[src/rtl/pool_window_scheduler_if.sv]
// Handshake bundle between the pooling sequencer and its neighbours:
// pixel/start strobes in, line-buffer, max-tree and flat-buffer controls out.
interface pool_window_scheduler_if #(
    parameter int AW = 4
);
    logic          i_start;
    logic          i_in_valid;
    logic          o_lb_clear;
    logic          o_win_fire;
    logic          o_wr_en;
    logic [AW-1:0] o_wr_addr;
    logic          o_busy;
    logic          o_done;
    logic          o_err;

    modport master (
        output i_start,
        output i_in_valid,
        input  o_lb_clear,
        input  o_win_fire,
        input  o_wr_en,
        input  o_wr_addr,
        input  o_busy,
        input  o_done,
        input  o_err
    );

    modport slave (
        input  i_start,
        input  i_in_valid,
        output o_lb_clear,
        output o_win_fire,
        output o_wr_en,
        output o_wr_addr,
        output o_busy,
        output o_done,
        output o_err
    );
endinterface

[src/rtl/pool_window_scheduler.sv]
// Frame sequencer for the lockstep 2x2/stride-2 max-pool datapath: counts the raster
// pixel stream, fires the max tree per window, and issues in-order flat-buffer writes.
module pool_window_scheduler #(
    parameter int IN_W     = 8,
    parameter int IN_H     = 8,
    parameter int POOL_K   = 2,
    parameter int POOL_LAT = 2
) (
    input  logic                   clk,
    input  logic                   reset,
    pool_window_scheduler_if.slave bus
);

    localparam int OUT_W = IN_W / POOL_K;
    localparam int OUT_N = OUT_W * (IN_H / POOL_K);
    localparam int AW    = (OUT_N > 1) ? $clog2(OUT_N) : 1;
    localparam int CW    = (IN_W > 1) ? $clog2(IN_W) : 1;
    localparam int RW    = (IN_H > 1) ? $clog2(IN_H) : 1;
    localparam int FW    = $clog2(POOL_LAT + 1);

    typedef enum logic [1:0] {
        IDLE  = 2'd0,
        RUN   = 2'd1,
        FLUSH = 2'd2,
        DONE  = 2'd3
    } state_t;

    state_t state_q;
    state_t state_d;

    logic [CW-1:0] col_q;
    logic [RW-1:0] row_q;
    logic [FW-1:0] flush_q;
    logic          lb_clear_q;
    logic          err_q;

    logic          start_idle;
    logic          accept;
    logic          last_pix;
    logic          win_done;
    logic          flush_end;

    logic                          vld_p0;
    logic [AW-1:0]                 addr_p0;
    logic [POOL_LAT:1]             vld_pipe;
    logic [POOL_LAT:1][AW-1:0]     addr_pipe;

    // Row-major pooled index of the window whose bottom-right pixel is (r, c).
    function automatic logic [AW-1:0] win_addr(input logic [RW-1:0] r, input logic [CW-1:0] c);
        logic [31:0] idx;
        idx = 32'(r >> 1) * 32'(OUT_W) + 32'(c >> 1);
        return idx[AW-1:0];
    endfunction

    assign start_idle = (state_q == IDLE) && bus.i_start;
    assign accept     = (state_q == RUN) && bus.i_in_valid;
    assign last_pix   = accept && (row_q == RW'(IN_H - 1)) && (col_q == CW'(IN_W - 1));
    assign win_done   = accept && row_q[0] && col_q[0];
    assign flush_end  = (flush_q == FW'(POOL_LAT));

    always_comb begin
        state_d = state_q;
        unique case (state_q)
            IDLE:    if (bus.i_start) state_d = RUN;
            RUN:     if (last_pix)    state_d = FLUSH;
            FLUSH:   if (flush_end)   state_d = DONE;
            DONE:                     state_d = IDLE;
            default:                  state_d = IDLE;
        endcase
    end

    // Control: state, raster counters, flush timer, clear pulse, sticky error.
    always_ff @(posedge clk) begin
        if (reset) begin
            state_q    <= IDLE;
            col_q      <= '0;
            row_q      <= '0;
            flush_q    <= '0;
            lb_clear_q <= 1'b0;
            err_q      <= 1'b0;
        end else begin
            state_q    <= state_d;
            lb_clear_q <= start_idle;

            if (start_idle || (state_q == DONE)) begin
                col_q <= '0;
                row_q <= '0;
            end else if (accept && !last_pix) begin
                if (col_q == CW'(IN_W - 1)) begin
                    col_q <= '0;
                    row_q <= row_q + 1'b1;
                end else begin
                    col_q <= col_q + 1'b1;
                end
            end

            if (state_q == FLUSH) flush_q <= flush_q + 1'b1;
            else                  flush_q <= '0;

            // A dropped pixel wins over the clear when both arrive on the start cycle.
            if (bus.i_in_valid && (state_q != RUN)) err_q <= 1'b1;
            else if (start_idle)                    err_q <= 1'b0;
        end
    end

    // Stage p0: window fire and its pooled index, registered with the accepted pixel.
    always_ff @(posedge clk) begin
        if (reset) begin
            vld_p0  <= 1'b0;
            addr_p0 <= '0;
        end else begin
            vld_p0 <= win_done;
            if (win_done) addr_p0 <= win_addr(row_q, col_q);
        end
    end

    // Stages p1..pPOOL_LAT: track the max-tree latency; addresses only move with a valid
    // so the flat-buffer address holds between writes.
    always_ff @(posedge clk) begin
        if (reset) begin
            vld_pipe  <= '0;
            addr_pipe <= '0;
        end else begin
            vld_pipe[1] <= vld_p0;
            if (vld_p0) addr_pipe[1] <= addr_p0;
            for (int k = 2; k <= POOL_LAT; k++) begin
                vld_pipe[k] <= vld_pipe[k-1];
                if (vld_pipe[k-1]) addr_pipe[k] <= addr_pipe[k-1];
            end
        end
    end

    assign bus.o_lb_clear = lb_clear_q;
    assign bus.o_win_fire = vld_p0;
    assign bus.o_wr_en    = vld_pipe[POOL_LAT];
    assign bus.o_wr_addr  = addr_pipe[POOL_LAT];
    assign bus.o_busy     = (state_q == RUN) || (state_q == FLUSH);
    assign bus.o_done     = (state_q == DONE);
    assign bus.o_err      = err_q;

endmodule
[src/flat_wrapper.sv]
// flat-port wrapper written by rule: the top's interface ports become plain ports
module pool_window_scheduler_flat 
#(
    parameter int IN_W     = 8,
    parameter int IN_H     = 8,
    parameter int POOL_K   = 2,
    parameter int POOL_LAT = 2
)
  (clk, reset, bus_i_start, bus_i_in_valid, bus_o_lb_clear, bus_o_win_fire, bus_o_wr_en, bus_o_wr_addr, bus_o_busy, bus_o_done, bus_o_err);
  pool_window_scheduler_if bus_i ();
  input  logic clk;
  input  logic reset;
  input wire logic [$bits(bus_i.i_start)-1:0] bus_i_start;
  input wire logic [$bits(bus_i.i_in_valid)-1:0] bus_i_in_valid;
  output wire logic [$bits(bus_i.o_lb_clear)-1:0] bus_o_lb_clear;
  output wire logic [$bits(bus_i.o_win_fire)-1:0] bus_o_win_fire;
  output wire logic [$bits(bus_i.o_wr_en)-1:0] bus_o_wr_en;
  output wire logic [$bits(bus_i.o_wr_addr)-1:0] bus_o_wr_addr;
  output wire logic [$bits(bus_i.o_busy)-1:0] bus_o_busy;
  output wire logic [$bits(bus_i.o_done)-1:0] bus_o_done;
  output wire logic [$bits(bus_i.o_err)-1:0] bus_o_err;
  assign bus_i.i_start = bus_i_start;
  assign bus_i.i_in_valid = bus_i_in_valid;
  assign bus_o_lb_clear = bus_i.o_lb_clear;
  assign bus_o_win_fire = bus_i.o_win_fire;
  assign bus_o_wr_en = bus_i.o_wr_en;
  assign bus_o_wr_addr = bus_i.o_wr_addr;
  assign bus_o_busy = bus_i.o_busy;
  assign bus_o_done = bus_i.o_done;
  assign bus_o_err = bus_i.o_err;
  pool_window_scheduler #(.IN_W(IN_W), .IN_H(IN_H), .POOL_K(POOL_K), .POOL_LAT(POOL_LAT)) u_core (.clk(clk), .reset(reset), .bus(bus_i));
endmodule
[config.mk]
export PLATFORM = sky130hd
export DESIGN_NAME = pool_window_scheduler_flat
export DESIGN_NICKNAME = d
export VERILOG_FILES = /design/src/rtl/pool_window_scheduler_if.sv /design/src/rtl/pool_window_scheduler.sv /design/src/flat_wrapper.sv
export SDC_FILE = /design/constraint.sdc
export NUM_CORES = 1
export LEC_CHECK = 0
export ABC_AREA = 0
export BUFFER_PORTS_ARGS = -buffer_cell sky130_fd_sc_hd__buf_2
export CAP_MARGIN = 10
export CORE_MARGIN = 4
export CORE_UTILIZATION = 59
export DETAILED_ROUTE_END_ITERATION = 8
export HOLD_SLACK_MARGIN = 0.06
export PLACE_DENSITY = 0.81
export SYNTH_ARGS = -nofsm -noshare
export SYNTH_HDL_FRONTEND = slang
export SYNTH_SLANG_ARGS = --single-unit
[constraint.sdc]
create_clock -name clk -period 2.2 [get_ports clk]
set_input_delay 0.11 -clock clk [delete_from_list [all_inputs] [get_ports clk]]
set_output_delay 0.11 -clock clk [all_outputs]
set_load 0.01 [all_outputs]
After elaboration in Yosys (flattened, before gate mapping). Index checks and enable logic that the tools add are counted. W data, S select, Z words.

Bitwise logic cells: 1. Muxes and demuxes: 7. Equal/unequal tests: 10. Reductions and logical operators: 17. $add $sub $neg: 4.

Operators by type and width (number): $logic_and A1 B1 Y1 (8); $pmux W2 S4 (1); $add A3 B1 Y3 const B (2); $eq A2 B2 Y1 const B (3); $eq A3 B3 Y1 const B (2); $mux W2 (3); $ne A2 B1 Y1 const B (3); $add A4 B2 Y4 (1); $reduce_or A2 Y1 (2); $mux W3 (1); $reduce_and A3 Y1 (1); $add A2 B1 Y2 const B (1); $eq A2 B1 Y1 const B (1); $logic_not A2 Y1 (1); $logic_or A1 B1 Y1 (2); $mux W1 (2); $ne A2 B2 Y1 const B (1); $reduce_and A2 Y1 (1); $reduce_bool A2 Y1 (1); $logic_not A1 Y1 (1); $not A1 Y1 (1).

Flip-flop bits (word level): 27. Output and inout bits: 10.

Longest topological paths before layout. Gate-level depths: netlist (run 1).

Word-level depth: 7. Depth in mapped cells: 6. Depth with buffers taken out: 5.

Least setup slack after synthesis (run 1). OpenSTA, ideal clock, no wires.

Kind: register to register. From: register u_core.col_q[0]. To: register u_core.state_q[0]. Required time: 2114 ps. Data arrival time: 1279 ps. Stages on the path, launching flop included: 6. Library setup time: 86 ps. Clock period less this slack: 1365 ps. Path buffers: 0. Slack: 835 ps. Path through: dfxtp_1 ha_1 ha_1 nand3_1 a221o_1 a211oi_1.

Longest elaborated chain between the ends: 4.

RTL lines: from (decl) (RTL line pool_window_scheduler.sv:31) `logic [CW-1:0] col_q;`; from (signal assigned) (RTL line pool_window_scheduler.sv:93) `col_q <= col_q + 1'b1;`; $eq A3 B3 Y1 (RTL line pool_window_scheduler.sv:57) `assign last_pix = accept && (row_q == RW'(IN_H - 1)) && (col_q == CW'(IN_W - 1));`; $logic_and A1 B1 Y1 (RTL line pool_window_scheduler.sv:57); $ne A2 B1 Y1 (no source line); $reduce_and A3 Y1 (no source line); to (signal assigned) (RTL line pool_window_scheduler.sv:82) `state_q <= state_d;`; to (decl) (RTL line pool_window_scheduler.sv:28) `state_t state_q;`.

No other way between the ends. A chain may end at the register's enable or synchronous reset.

Worst setup path after layout (run 1). Ends and elaborated chain as after synthesis.

==> implementation parameters, run 1 <==
Parameter                              Value

Routing
  Number of DRC violations after detailed-routing iteration 0 ... 4
  Average via count per standard cell ... 5.24
  Number of remaining DRC errors ... 0
  TritonRoute pass-1 iters ... 4
  WL final ... 1820 um
  Average detailed-routed wire length per instance ... 12.3 um
  Overall via count from detail_route ... 775
  Antenna-violating nets left ... 0

Floorplanning
  FP Rows ... 15
  Area of the die ... 2690 um2
  Die Span X ... 51.8 um
  Standard cell core area ... 1760 um2
  Effective utilization at floorplan ... 64.3%
  Die height ... 51.8 um
  I/O pin total ... 14

Timing
  Final Hold Vio Count ... 0
  Least setup slack across all paths after layout ... 637 ps
  Unrepaired setup endpoints after global routing ... no
  Worst relative slew slack ... 73.0%
  Worst slew pin tran ... 395 ps
  Total Negative Setup Slacks ... 0 ps
  Highest clock frequency the design can meet ... 640 MHz
  Post-route fraction of the period consumed by the critical path ... 71.1%
  Max Slew Vio Count ... 0
  Maximum clock skew at final layout ... 8.64 ps
  Final setup violating endpoints ... 0
  Final hold slack ... 82.2 ps
  Min Clock Period, post-route ... 1560 ps

Clocking
  Longest Clk Path Bufs ... 2
  Number of CTS-inserted buffers ... 3
  Register clock-pin slew on the reported worst setup and hold paths ... 130 ps
  Latest clock arrival within the worst-skew pair ... 310 ps
  Buffer cell driving the clock tree root ... sky130_fd_sc_hd__clkbuf_4
  Number of post-CTS setup repair buffers ... 0
  CTS tree ... yes
  Sinks on Clock Net ... 27
  CTS Hold Buffers Added ... 0
  H-tree levels ... 1
  Post_cts resized ... 0

Worst hold path
  Hold path startpoint ... bus_i_start
  Worst hold path type ... in -> reg
  Worst hold stages ... 3
  End point of the worst hold path ... u_core.bus.o_lb_clear$_SDFF_PP0_

Status
  Status ... finished, final reports clean

Critical path
  Arrival time at the worst endpoint ... 1760 ps
  Largest fanout of any net on the critical path ... 5
  Worst setup path class ... reg -> reg
  FF-to-FF path depth ... 5
  Worst path required time ... 2390 ps
  Reg-to-reg slack, setup ... 640 ps
  Startpoint of the worst register-to-register path ... u_core.col_q[0]$_SDFFE_PP0P_
  Kind of capture point of the worst setup path ... register
  Worst r2r dst ... u_core.state_q[0]$_SDFFE_PP0P_
  Setup crit start kind ... register

Global routing
  Global-route wire length before repair ... 3250 um
  Maximum number of pins on one net before global-route repair ... 23
  Number of antenna violations at the first check in global routing ... 0
  Overall global routing resource usage ... 16.5%
  Aggregate global routing overflow ... 0
  Via count of the first global-routing pass ... 773

Yosys
  Portion of the post-synthesis area used by sequential elements ... 47.7%
  Proportion of synthesized area in mux cells ... 13.2%
  Synth Instances ... 115
  Area of the mapped netlist ... 1130 um2
  Synth Register Bits ... 27
  Post-Synthesis Net Count ... 129
  Count of different cell masters after synthesis ... 23
  Fraction of the mapped netlist area in compound gates ... 5.41%
  Count of warnings emitted by yosys ... 0
  Combinational family with the most area after synthesis ... simple AND/OR/NAND/NOR gates
  Simple logic cell fraction of the synthesized area ... 16.1%
  Synthesized-area fraction occupied by xor and xnor cells ... 0.773%
  Average cell area after synthesis ... 9.86 um2
  Adder-cell share of the synthesized area ... 11.0%

Place
  Port buffer count ... 13
  HPWL Detailed ... 1430 um
  Final weighted congestion in routability-driven placement ... 0.774
  DP Worst Slack ... 669 ps
  Post-detailed-placement cell area ... 1180 um2

Power and ir drop
  Maximum VDD drop ... 518 uV
  Power per unit of standard cell area ... 828 nW/um2
  Leakage Power ... 0.545 nW

Flow run
  Max Cap Viol ... 0

Layout
  Most frequent standard cell in the layout excluding fill and tap cells ... sky130_fd_sc_hd__dfxtp_1
  Synth-to-Final Area Change ... 6.40%
  Most frequent cells in the layout ... sky130_fd_sc_hd__dfxtp_1, sky130_fd_sc_hd__nor2_1, sky130_fd_sc_hd__mux2i_1
  Finished Cell Area ... 1210 um2
  Inserted Diodes ... 0
  Nets ... 138
  Layout cells sized above 1 ... 13.0%
  Fin util ... 68.4%
==> final cells by class <==
class	instances	area, um2
Inverter	4	15.0
Clock buffer	4	26.3
Multi-Input combinational cell	75	528
Timing Repair Buffer	13	65.1
Tap cell	25	31.3
Sequential cell	27	541
Fill cell	152	558
==> report_power, final <==
part	switching, mW	leakage, nW	internal (mW)
combinational	0.149	0.311	0.102
sequential	0.0232	0.218	0.522
clock	0.131	0.0150	0.0708
total	0.303	0.545	0.695
==> synthesized netlist by cell type (all sizes together) <==
library cell  instances  area, um2
inv                   4       15.0
nand2b                3       18.8
a2111oi               1       8.76
xor2                  1       8.76
a21oi                 4       20.0
nand3                 1       5.00
buf                   6       38.8
or3                   1       6.26
clkbuf                3       11.3
nand4                 3       18.8
o21ai                 3       15.0
nor2b                 4       25.0
and2                  1       6.26
mux2i                15        150
nand4b                1       8.76
nor2                 21       78.8
a211oi                1       7.51
ha                   10        125
a221o                 1       10.0
dfxtp                27        541
nand2                 4       15.0
==> worst max-delay path: stages (launching register included) <==
cell,delay [ps]
sky130_fd_sc_hd__dfxtp_1,400
sky130_fd_sc_hd__ha_1,160
sky130_fd_sc_hd__ha_1,220
sky130_fd_sc_hd__nand3_1,120
sky130_fd_sc_hd__a2111oi_0,450
sky130_fd_sc_hd__a211oi_1,90
==> kinds of logic (layout without fill, tap and decap cells) <==
group | count (synthesis) | after routing
AO/OA/AOI/OAI | 10 | 10
multiplexers | 15 | 15
buffers and inverters | 13 | 21
adder cells (fa/ha/maj) | 10 | 10
AND/OR/NAND/NOR | 39 | 39
XOR/XNOR | 1 | 1
flip-flops | 27 | 27
==> sequential cells by signal (all words and copies together), names as in the netlist <==
signal / flops
u_core.bus.o_lb_clear: 1
u_core.addr_p0: 4
u_core.state_q: 2
u_core.bus.o_win_fire: 1
u_core.bus.o_wr_addr: 4
u_core.vld_pipe: 2
u_core.bus.o_err: 1
u_core.flush_q: 2
u_core.col_q: 3
u_core.addr_pipe: 4
u_core.row_q: 3
==> how the worst max path moves through the flow <==
stage                                          end                            from  cells past startpoint
floorplan           u_core.state_q[0]$_SDFFE_PP0P_    u_core.col_q[0]$_SDFFE_PP0P_                      5
global placement    u_core.state_q[0]$_SDFFE_PP0P_    u_core.col_q[1]$_SDFFE_PP0P_                      5
detailed placement  u_core.state_q[0]$_SDFFE_PP0P_    u_core.col_q[0]$_SDFFE_PP0P_                      5
CTS                 u_core.state_q[0]$_SDFFE_PP0P_    u_core.col_q[0]$_SDFFE_PP0P_                      5
global route        u_core.addr_p0[0]$_SDFFE_PP0P_  u_core.state_q[1]$_SDFFE_PP0P_                      5
finish              u_core.state_q[0]$_SDFFE_PP0P_    u_core.col_q[0]$_SDFFE_PP0P_                      5
==> metrics by stage <==
step	instances	power (mW)
floorplan	115	0.740
global placement	144	0.792
detailed placement	144	0.808
CTS	148	1.01
global route	148	1.07
finish	148	0.998
==> layer usage <==
layer | part of all wire, % | track usage (%)
met1 | 43 | 18.2
met2 | 51 | 29.3
met3 | 3.2 | 2.58
met4 | 3.2 | 9.61
met5 | 0 | 0
Note: power is estimated with default switching activity, not from simulation.
==> inputs of run 2 (changes only) <==
--- a/config.mk
+++ b/config.mk
@@ -8,11 +8,12 @@
 export ABC_AREA = 0
 export BUFFER_PORTS_ARGS = -buffer_cell sky130_fd_sc_hd__buf_2
 export CAP_MARGIN = 10
+export CORE_ASPECT_RATIO = 0.6
 export CORE_MARGIN = 4
-export CORE_UTILIZATION = 59
+export CORE_UTILIZATION = 49
 export DETAILED_ROUTE_END_ITERATION = 8
 export HOLD_SLACK_MARGIN = 0.06
-export PLACE_DENSITY = 0.81
+export PLACE_DENSITY = 0.72
 export SYNTH_ARGS = -nofsm -noshare
 export SYNTH_HDL_FRONTEND = slang
 export SYNTH_SLANG_ARGS = --single-unit
==> constraint.sdc (replaced) <==
create_clock -name clk -period 1.3 [get_ports clk]
set_input_delay 0.065 -clock clk [delete_from_list [all_inputs] [get_ports clk]]
set_output_delay 0.065 -clock clk [all_outputs]
set_load 0.01 [all_outputs]
==> run 2 against run 1 <==
Effect of this change:
- largest cell class is now multi-input gates
- core utilization is 2.1 points lower
- sequential power is 73% higher
- the run now ends with setup timing left
- wire length grew 24%
- global-route usage shrank 1.8 points
- die area up 18%
- via count is 6.2% higher
==> implementation parameters, run 2 (synthesis results as in run 1) <==
Parameter                              Value

Status
  Status ... finished, violations left (was finished, final reports clean)
  Failing checks ... setup timing

Floorplanning
  Die height ... 45.3 um (was 51.8 um)
  Standard cell core area ... 2180 um2 (was 1760 um2)
  Effective utilization at floorplan ... 52.0% (was 64.3%)
  Die Span X ... 70.1 um (was 51.8 um)
  FP Rows ... 13 (was 15)
  Area of the die ... 3170 um2 (was 2690 um2)
  I/O pin total ... 14 (unchanged)

Routing
  WL final ... 2240 um (was 1820 um)
  Number of remaining DRC errors ... 0 (unchanged)
  TritonRoute pass-1 iters ... 5 (was 4)
  Number of DRC violations after detailed-routing iteration 0 ... 23 (was 4)
  Average detailed-routed wire length per instance ... 13.4 um (was 12.3 um)
  Antenna-violating nets left ... 0 (unchanged)
  Overall via count from detail_route ... 823 (was 775)
  Average via count per standard cell ... 4.93 (was 5.24)

Timing
  Least setup slack across all paths after layout ... -99.7 ps (was 637 ps)
  Maximum clock skew at final layout ... 5.96 ps (was 8.64 ps)
  Final Hold Vio Count ... 0 (unchanged)
  Highest clock frequency the design can meet ... 714 MHz (was 640 MHz)
  Post-route fraction of the period consumed by the critical path ... 108% (was 71.1%)
  Min Clock Period, post-route ... 1400 ps (was 1560 ps)
  Worst relative slew slack ... 79.7% (was 73.0%)
  Unrepaired setup endpoints after global routing ... yes (was no)
  Max Slew Vio Count ... 0 (unchanged)
  Worst slew pin tran ... 305 ps (was 395 ps)
  Final setup violating endpoints ... 6 (was 0)

Layout
  Finished Cell Area ... 1450 um2 (was 1210 um2)
  Nets ... 152 (was 138)
  Layout cells sized above 1 ... 37.2% (was 13.0%)
  Number of filler cells placed in the layout ... 167 (was 152)
  Fin util ... 66.3% (was 68.4%)
  Inserted Diodes ... 0 (unchanged)
  Synth-to-Final Area Change ... 27.5% (was 6.40%)
  Footprint of the flip-flops and latches ... 548 um2 (was 541 um2)
  Multi-input gate area ... 619 um2 (was 528 um2)
  Most frequent cells in the layout ... sky130_fd_sc_hd__nor2_1, sky130_fd_sc_hd__dfxtp_1, sky130_fd_sc_hd__mux2i_1 (was sky130_fd_sc_hd__dfxtp_1, sky130_fd_sc_hd__nor2_1, sky130_fd_sc_hd__mux2i_1)

Global routing
  Maximum number of pins on one net before global-route repair ... 17 (was 23)
  Global-route wire length before repair ... 3440 um (was 3250 um)
  Number of antenna violations at the first check in global routing ... 0 (unchanged)
  Via count of the first global-routing pass ... 710 (was 773)
  Overall global routing resource usage ... 14.7% (was 16.5%)
  Aggregate global routing overflow ... 0 (unchanged)

Critical path
  Worst r2r dst ... u_core.col_q[0]$_SDFFE_PP0P_ (was u_core.state_q[0]$_SDFFE_PP0P_)
  Kind of capture point of the worst setup path ... register (unchanged)
  Largest fanout of any net on the critical path ... 3 (was 5)
  Startpoint of the worst register-to-register path ... u_core.col_q[1]$_SDFFE_PP0P_ (was u_core.col_q[0]$_SDFFE_PP0P_)
  Worst setup path class ... reg -> reg (unchanged)
  Arrival time at the worst endpoint ... 1600 ps (was 1760 ps)
  Start point of the critical path ... u_core.col_q[1]$_SDFFE_PP0P_ (was u_core.col_q[0]$_SDFFE_PP0P_)
  Reg-to-reg slack, setup ... -100 ps (was 640 ps)
  FF-to-FF path depth ... 5 (unchanged)
  Setup crit start kind ... register (unchanged)
  Worst path required time ... 1500 ps (was 2390 ps)

Worst hold path
  Hold path startpoint ... bus_i_start (unchanged)
  End point of the worst hold path ... u_core.bus.o_lb_clear$_SDFF_PP0_ (unchanged)
  Worst hold stages ... 3 (unchanged)
  Worst hold path type ... in -> reg (unchanged)

Place
  HPWL Detailed ... 1530 um (was 1430 um)
  Post-detailed-placement cell area ... 1330 um2 (was 1180 um2)
  Final weighted congestion in routability-driven placement ... 0.850 (was 0.774)
  Port buffer count ... 13 (unchanged)

Clocking
  Number of CTS-inserted buffers ... 3 (unchanged)
  Sinks on Clock Net ... 27 (unchanged)
  Buffer cell driving the clock tree root ... sky130_fd_sc_hd__clkbuf_8 (was sky130_fd_sc_hd__clkbuf_4)
  H-tree levels ... 1 (unchanged)
  Register clock-pin slew on the reported worst setup and hold paths ... 90 ps (was 130 ps)
  CTS tree ... yes (unchanged)
  Latest clock arrival within the worst-skew pair ... 270 ps (was 310 ps)
  Longest Clk Path Bufs ... 2 (unchanged)

Power and ir drop
  Power per unit of standard cell area ... 1380 nW/um2 (was 828 nW/um2)
  Maximum VDD drop ... 794 uV (was 518 uV)
  Leakage Power ... 0.617 nW (was 0.545 nW)

Flow run
  Max Cap Viol ... 0 (unchanged)
run 2: how the worst max path moves through the flow:
stage / slack, ps / endpoint / depth (start not counted)
2_1_floorplan: 0.6 / u_core.state_q[0]$_SDFFE_PP0P_ / 5
3_3_place_gp: -20 / u_core.state_q[0]$_SDFFE_PP0P_ / 5
3_5_place_dp: -100 / u_core.state_q[0]$_SDFFE_PP0P_ / 5
4_1_cts: -60 / u_core.state_q[0]$_SDFFE_PP0P_ / 5
5_1_grt: -130 / u_core.state_q[0]$_SDFFE_PP0P_ / 5
6_report: -100 / u_core.col_q[0]$_SDFFE_PP0P_ / 5
run 2: cell type report:
| cell class | count | area share [%] |
|---|---|---|
| multi-input cells | 75 | 42.9 |
| clock buffers | 3 | 2.86 |
| repair buffers | 27 | 12.2 |
| clock inverters | 1 | 0.519 |
| well taps | 30 | 2.60 |
| inverters | 4 | 1.04 |
| flip-flops and latches | 27 | 37.9 |
run 2: worst max-delay path, cell delays in order, from the launching register on:
cell	delay [ps]
sky130_fd_sc_hd__dfxtp_2	350
sky130_fd_sc_hd__ha_4	160
sky130_fd_sc_hd__ha_4	180
sky130_fd_sc_hd__buf_6	120
sky130_fd_sc_hd__or3_1	350
sky130_fd_sc_hd__a21oi_1	160
run 2: through the flow:
step / setup TNS, ps / power [mW] / hold WS [ps] / setup slack (ps) / std cells
floorplan: 0 / 1.27 / 221 / 0.575 / 115
detailed placement: -137 / 1.45 / 317 / -101 / 160
global placement: -18.0 / 1.44 / 317 / -18.0 / 160
finish: -414 / 1.99 / 82.4 / -99.7 / 167
CTS: -148 / 1.95 / 67.1 / -57.7 / 166
global route: -768 / 2.12 / 82.7 / -134 / 167
run 2: where the power goes:
group / switching (mW) / total, mW / internal, mW
Combinational: 0.304 / 0.579 / 0.275
Clock: 0.255 / 0.472 / 0.218
Sequential: 0.0512 / 0.942 / 0.891
Total: 0.610 / 1.99 / 1.38
run 2: repair_timing:
action,CTS,global route
pin swaps,6,9
gates resized for setup,8,8
endpoints found under the hold margin,2,0
setup endpoints to repair,6,12
buffers inserted,1,1
hold buffers,1,0
run 2: routing by layer:
| metal | vias up | wire length (um) | track usage (%) |
|---|---|---|---|
| li1 | 428 | - | - |
| met2 | 23 | 1000 | 21.0 |
| met1 | 370 | 1100 | 20.1 |
| met3 | 2 | 128 | 5.78 |
| met5 | - | 0 | 0 |
| met4 | 0 | 13 | 5.73 |
==> inputs of run 3 (changes only) <==
--- a/config.mk
+++ b/config.mk
@@ -8,12 +8,13 @@
 export ABC_AREA = 0
 export BUFFER_PORTS_ARGS = -buffer_cell sky130_fd_sc_hd__buf_2
 export CAP_MARGIN = 10
-export CORE_ASPECT_RATIO = 0.6
 export CORE_MARGIN = 4
-export CORE_UTILIZATION = 49
+export CORE_UTILIZATION = 53
+export CTS_BUF_LIST = sky130_fd_sc_hd__clkbuf_8
 export DETAILED_ROUTE_END_ITERATION = 8
+export GPL_ROUTABILITY_DRIVEN = 0
 export HOLD_SLACK_MARGIN = 0.06
-export PLACE_DENSITY = 0.72
+export PLACE_DENSITY = 0.77
 export SYNTH_ARGS = -nofsm -noshare
 export SYNTH_HDL_FRONTEND = slang
 export SYNTH_SLANG_ARGS = --single-unit
==> run 3 against run 2 <==
Effect of this change:
- the flow still finishes with violations (setup timing)
- wire length grew 3.9%
- global-route usage grew 3.7 points
- sequential share of layout area shrank 0.61 points
- first-iteration DRC count shrank 91%
- critical path depth is the same
- sequential power shrank 1%
- setup slack gained 33 ps
- core utilization grew 7.1 points
- via count grew 5.2%
- critical path type unchanged
==> implementation parameters, run 3 (synthesis results as in run 1) <==
Parameter                              Value

Status
  Failing checks ... setup timing (unchanged)
  Status ... finished, violations left (unchanged)

Power and ir drop
  Switching part of the total ... 30.9% (was 30.6%)
  Power per unit of standard cell area ... 1420 nW/um2 (was 1380 nW/um2)
  Cell internal power dissipation ... 1.44 mW (was 1.38 mW)
  Logic pwr share ... 32.2% (was 29.0%)
  Fraction of power consumed by sequential logic ... 44.5% (was 47.3%)
  Maximum VDD drop ... 1100 uV (was 794 uV)
  Switching power ... 646 uW (was 610 uW)
  Clock Power Share ... 23.4% (was 23.7%)
  Leakage Power ... 0.633 nW (was 0.617 nW)

Global routing
  Global-route wire length before repair ... 3800 um (was 3440 um)
  Overall global routing resource usage ... 18.5% (was 14.7%)
  GR Util met3 ... 3.54% (was 5.78%)
  Maximum number of pins on one net before global-route repair ... 18 (was 17)
  Via count of the first global-routing pass ... 858 (was 710)
  Number of antenna violations at the first check in global routing ... 0 (unchanged)
  GR Layer Usage met1 ... 20.8% (was 20.1%)
  GR peak layer ... met2 (unchanged)
  Met2 layer usage reported by global route ... 32.5% (was 21.0%)
  Aggregate global routing overflow ... 0 (unchanged)

Timing
  Least setup slack across all paths after layout ... -66.8 ps (was -99.7 ps)
  Post-route fraction of the period consumed by the critical path ... 105% (was 108%)
  Worst relative slew slack ... 79.6% (was 79.7%)
  Unrepaired setup endpoints after global routing ... yes (unchanged)
  Total Negative Setup Slacks ... -211 ps (was -414 ps)
  Worst slew pin tran ... 306 ps (was 305 ps)
  Highest clock frequency the design can meet ... 732 MHz (was 714 MHz)
  Max Slew Vio Count ... 0 (unchanged)
  Maximum clock skew at final layout ... 1.95 ps (was 5.96 ps)
  Final hold slack ... 114 ps (was 82.4 ps)
  Final setup violating endpoints ... 5 (was 6)
  Final Hold Vio Count ... 0 (unchanged)
  Min Clock Period, post-route ... 1370 ps (was 1400 ps)

Critical path
  Reg-to-reg slack, setup ... -70 ps (was -100 ps)
  Kind of capture point of the worst setup path ... register (unchanged)
  FF-to-FF path depth ... 5 (unchanged)
  Startpoint of the worst register-to-register path ... u_core.row_q[1]$_SDFFE_PP0P_ (was u_core.col_q[1]$_SDFFE_PP0P_)
  Worst setup path class ... reg -> reg (unchanged)
  Worst path required time ... 1460 ps (was 1500 ps)
  Setup crit start kind ... register (unchanged)
  Largest fanout of any net on the critical path ... 3 (unchanged)
  Arrival time at the worst endpoint ... 1530 ps (was 1600 ps)
  Worst r2r dst ... u_core.row_q[1]$_SDFFE_PP0P_ (was u_core.col_q[0]$_SDFFE_PP0P_)

Clocking
  Latest clock arrival within the worst-skew pair ... 280 ps (was 270 ps)
  Register clock-pin slew on the reported worst setup and hold paths ... 90 ps (about the same)
  Buffer cell driving the clock tree root ... sky130_fd_sc_hd__clkbuf_8 (unchanged)
  Number of CTS-inserted buffers ... 3 (unchanged)
  H-tree levels ... 1 (unchanged)
  CTS tree ... yes (unchanged)
  Sinks on Clock Net ... 27 (unchanged)
  Longest Clk Path Bufs ... 2 (unchanged)

Layout
  Layout cells sized above 1 ... 37.9% (was 37.2%)
  Nets ... 155 (was 152)
  Inserted Diodes ... 0 (unchanged)
  Most frequent cells in the layout ... sky130_fd_sc_hd__nor2_1, sky130_fd_sc_hd__dfxtp_1, sky130_fd_sc_hd__mux2i_1, sky130_fd_sc_hd__buf_4, sky130_fd_sc_hd__buf_2 (was sky130_fd_sc_hd__nor2_1, sky130_fd_sc_hd__dfxtp_1, sky130_fd_sc_hd__mux2i_1)
  Number of filler cells placed in the layout ... 146 (was 167)
  Footprint of the flip-flops and latches ... 548 um2 (unchanged)
  Multi-input gate area ... 624 um2 (was 619 um2)
  Synth-to-Final Area Change ... 29.6% (was 27.5%)

Worst hold path
  Worst hold stages ... 3 (unchanged)
  Hold path startpoint ... bus_i_start (unchanged)
  End point of the worst hold path ... u_core.bus.o_lb_clear$_SDFF_PP0_ (unchanged)
  Worst hold path type ... in -> reg (unchanged)

Place
  Port buffer count ... 13 (unchanged)
  HPWL Detailed ... 1580 um (was 1530 um)

Routing
  Number of DRC violations after detailed-routing iteration 0 ... 2 (was 23)
  Number of remaining DRC errors ... 0 (unchanged)
  Average via count per standard cell ... 5.19 (was 4.93)
  TritonRoute pass-1 iters ... 4 (was 5)
  Overall via count from detail_route ... 866 (was 823)
  Antenna-violating nets left ... 0 (unchanged)
  Average detailed-routed wire length per instance ... 14.0 um (was 13.4 um)
  WL final ... 2330 um (was 2240 um)

Flow run
  Max Cap Viol ... 0 (unchanged)

Floorplanning
  Area of the die ... 2940 um2 (was 3170 um2)
  FP Rows ... 16 (was 13)
  Die Span X ... 54.2 um (was 70.1 um)
  Standard cell core area ... 2000 um2 (was 2180 um2)
  Die height ... 54.2 um (was 45.3 um)
  Effective utilization at floorplan ... 56.6% (was 52.0%)
  I/O pin total ... 14 (unchanged)
[run 3: cell count changes in the layout (fill, tap and decap cells not counted), sizes merged]
cell,before,now
buf,26,29
[run 3: worst max path at each step]
stage	start	end	slack (ps)	depth (start not counted)
floorplan	u_core.state_q[0]$_SDFFE_PP0P_	u_core.state_q[0]$_SDFFE_PP0P_	0.6	5
global placement	u_core.state_q[0]$_SDFFE_PP0P_	u_core.state_q[0]$_SDFFE_PP0P_	-40	5
detailed placement	u_core.state_q[0]$_SDFFE_PP0P_	u_core.state_q[0]$_SDFFE_PP0P_	-110	5
CTS	u_core.col_q[1]$_SDFFE_PP0P_	u_core.state_q[0]$_SDFFE_PP0P_	-40	5
global route	u_core.col_q[1]$_SDFFE_PP0P_	u_core.state_q[0]$_SDFFE_PP0P_	-120	5
finish	u_core.row_q[1]$_SDFFE_PP0P_	u_core.row_q[1]$_SDFFE_PP0P_	-70	5
[run 3: what timing repair did]
action                                  in CTS  in global routing
endpoints found under the setup margin      12                 12
pin swaps                                    3                  3
endpoints found under the hold margin        2                  0
buffers inserted                             4                  1
gates resized for setup                     13                  4
hold buffers                                 1                  0
[run 3: worst max-delay path, stage by stage, from the launching register on]
cell and delay (ps):
sky130_fd_sc_hd__dfxtp_2 350, sky130_fd_sc_hd__ha_4 160, sky130_fd_sc_hd__ha_4 170, sky130_fd_sc_hd__nand4b_1 290, sky130_fd_sc_hd__mux2i_1 220, sky130_fd_sc_hd__nor2_1 70
[run 3: through the flow]
stage	setup slack (ps)	util (%)	instances	cell area [um2]	total power, mW
floorplan	0.575	-	115	1190	1.27
global placement	-36.5	66.0	157	1320	1.43
detailed placement	-106	66.0	157	1320	1.46
CTS	-42.9	72.3	166	1450	2.08
global route	-115	73.4	167	1470	2.20
finish	-66.8	73.4	167	1470	2.09
[run 3: layout make-up]
| class | instances | area share (%) |
|---|---|---|
| clock buffers | 3 | 2.81 |
| repair buffers | 30 | 13.5 |
| well taps | 27 | 2.30 |
| inverters | 4 | 1.02 |
| multi-input cells | 75 | 42.5 |
| clock inverters | 1 | 0.511 |
| flip-flops and latches | 27 | 37.3 |
[run 3: power groups by stage]
stage          sequential, mW  combinational, mW  clock [mW]
2_1_floorplan           0.952              0.322           0
3_3_place_gp            0.947              0.486           0
3_5_place_dp            0.951              0.511           0
4_1_cts                 0.930              0.660       0.487
5_1_grt                 0.937              0.743       0.523
6_report                0.929              0.672       0.488
[run 3: layer usage]
metal  share of wire [%]  vias to the layer above
met5                   0                        -
met1                  44                      411
met3                 3.2                        6
met4                 2.0                        0
met2                  51                       14
li1                    -                      435
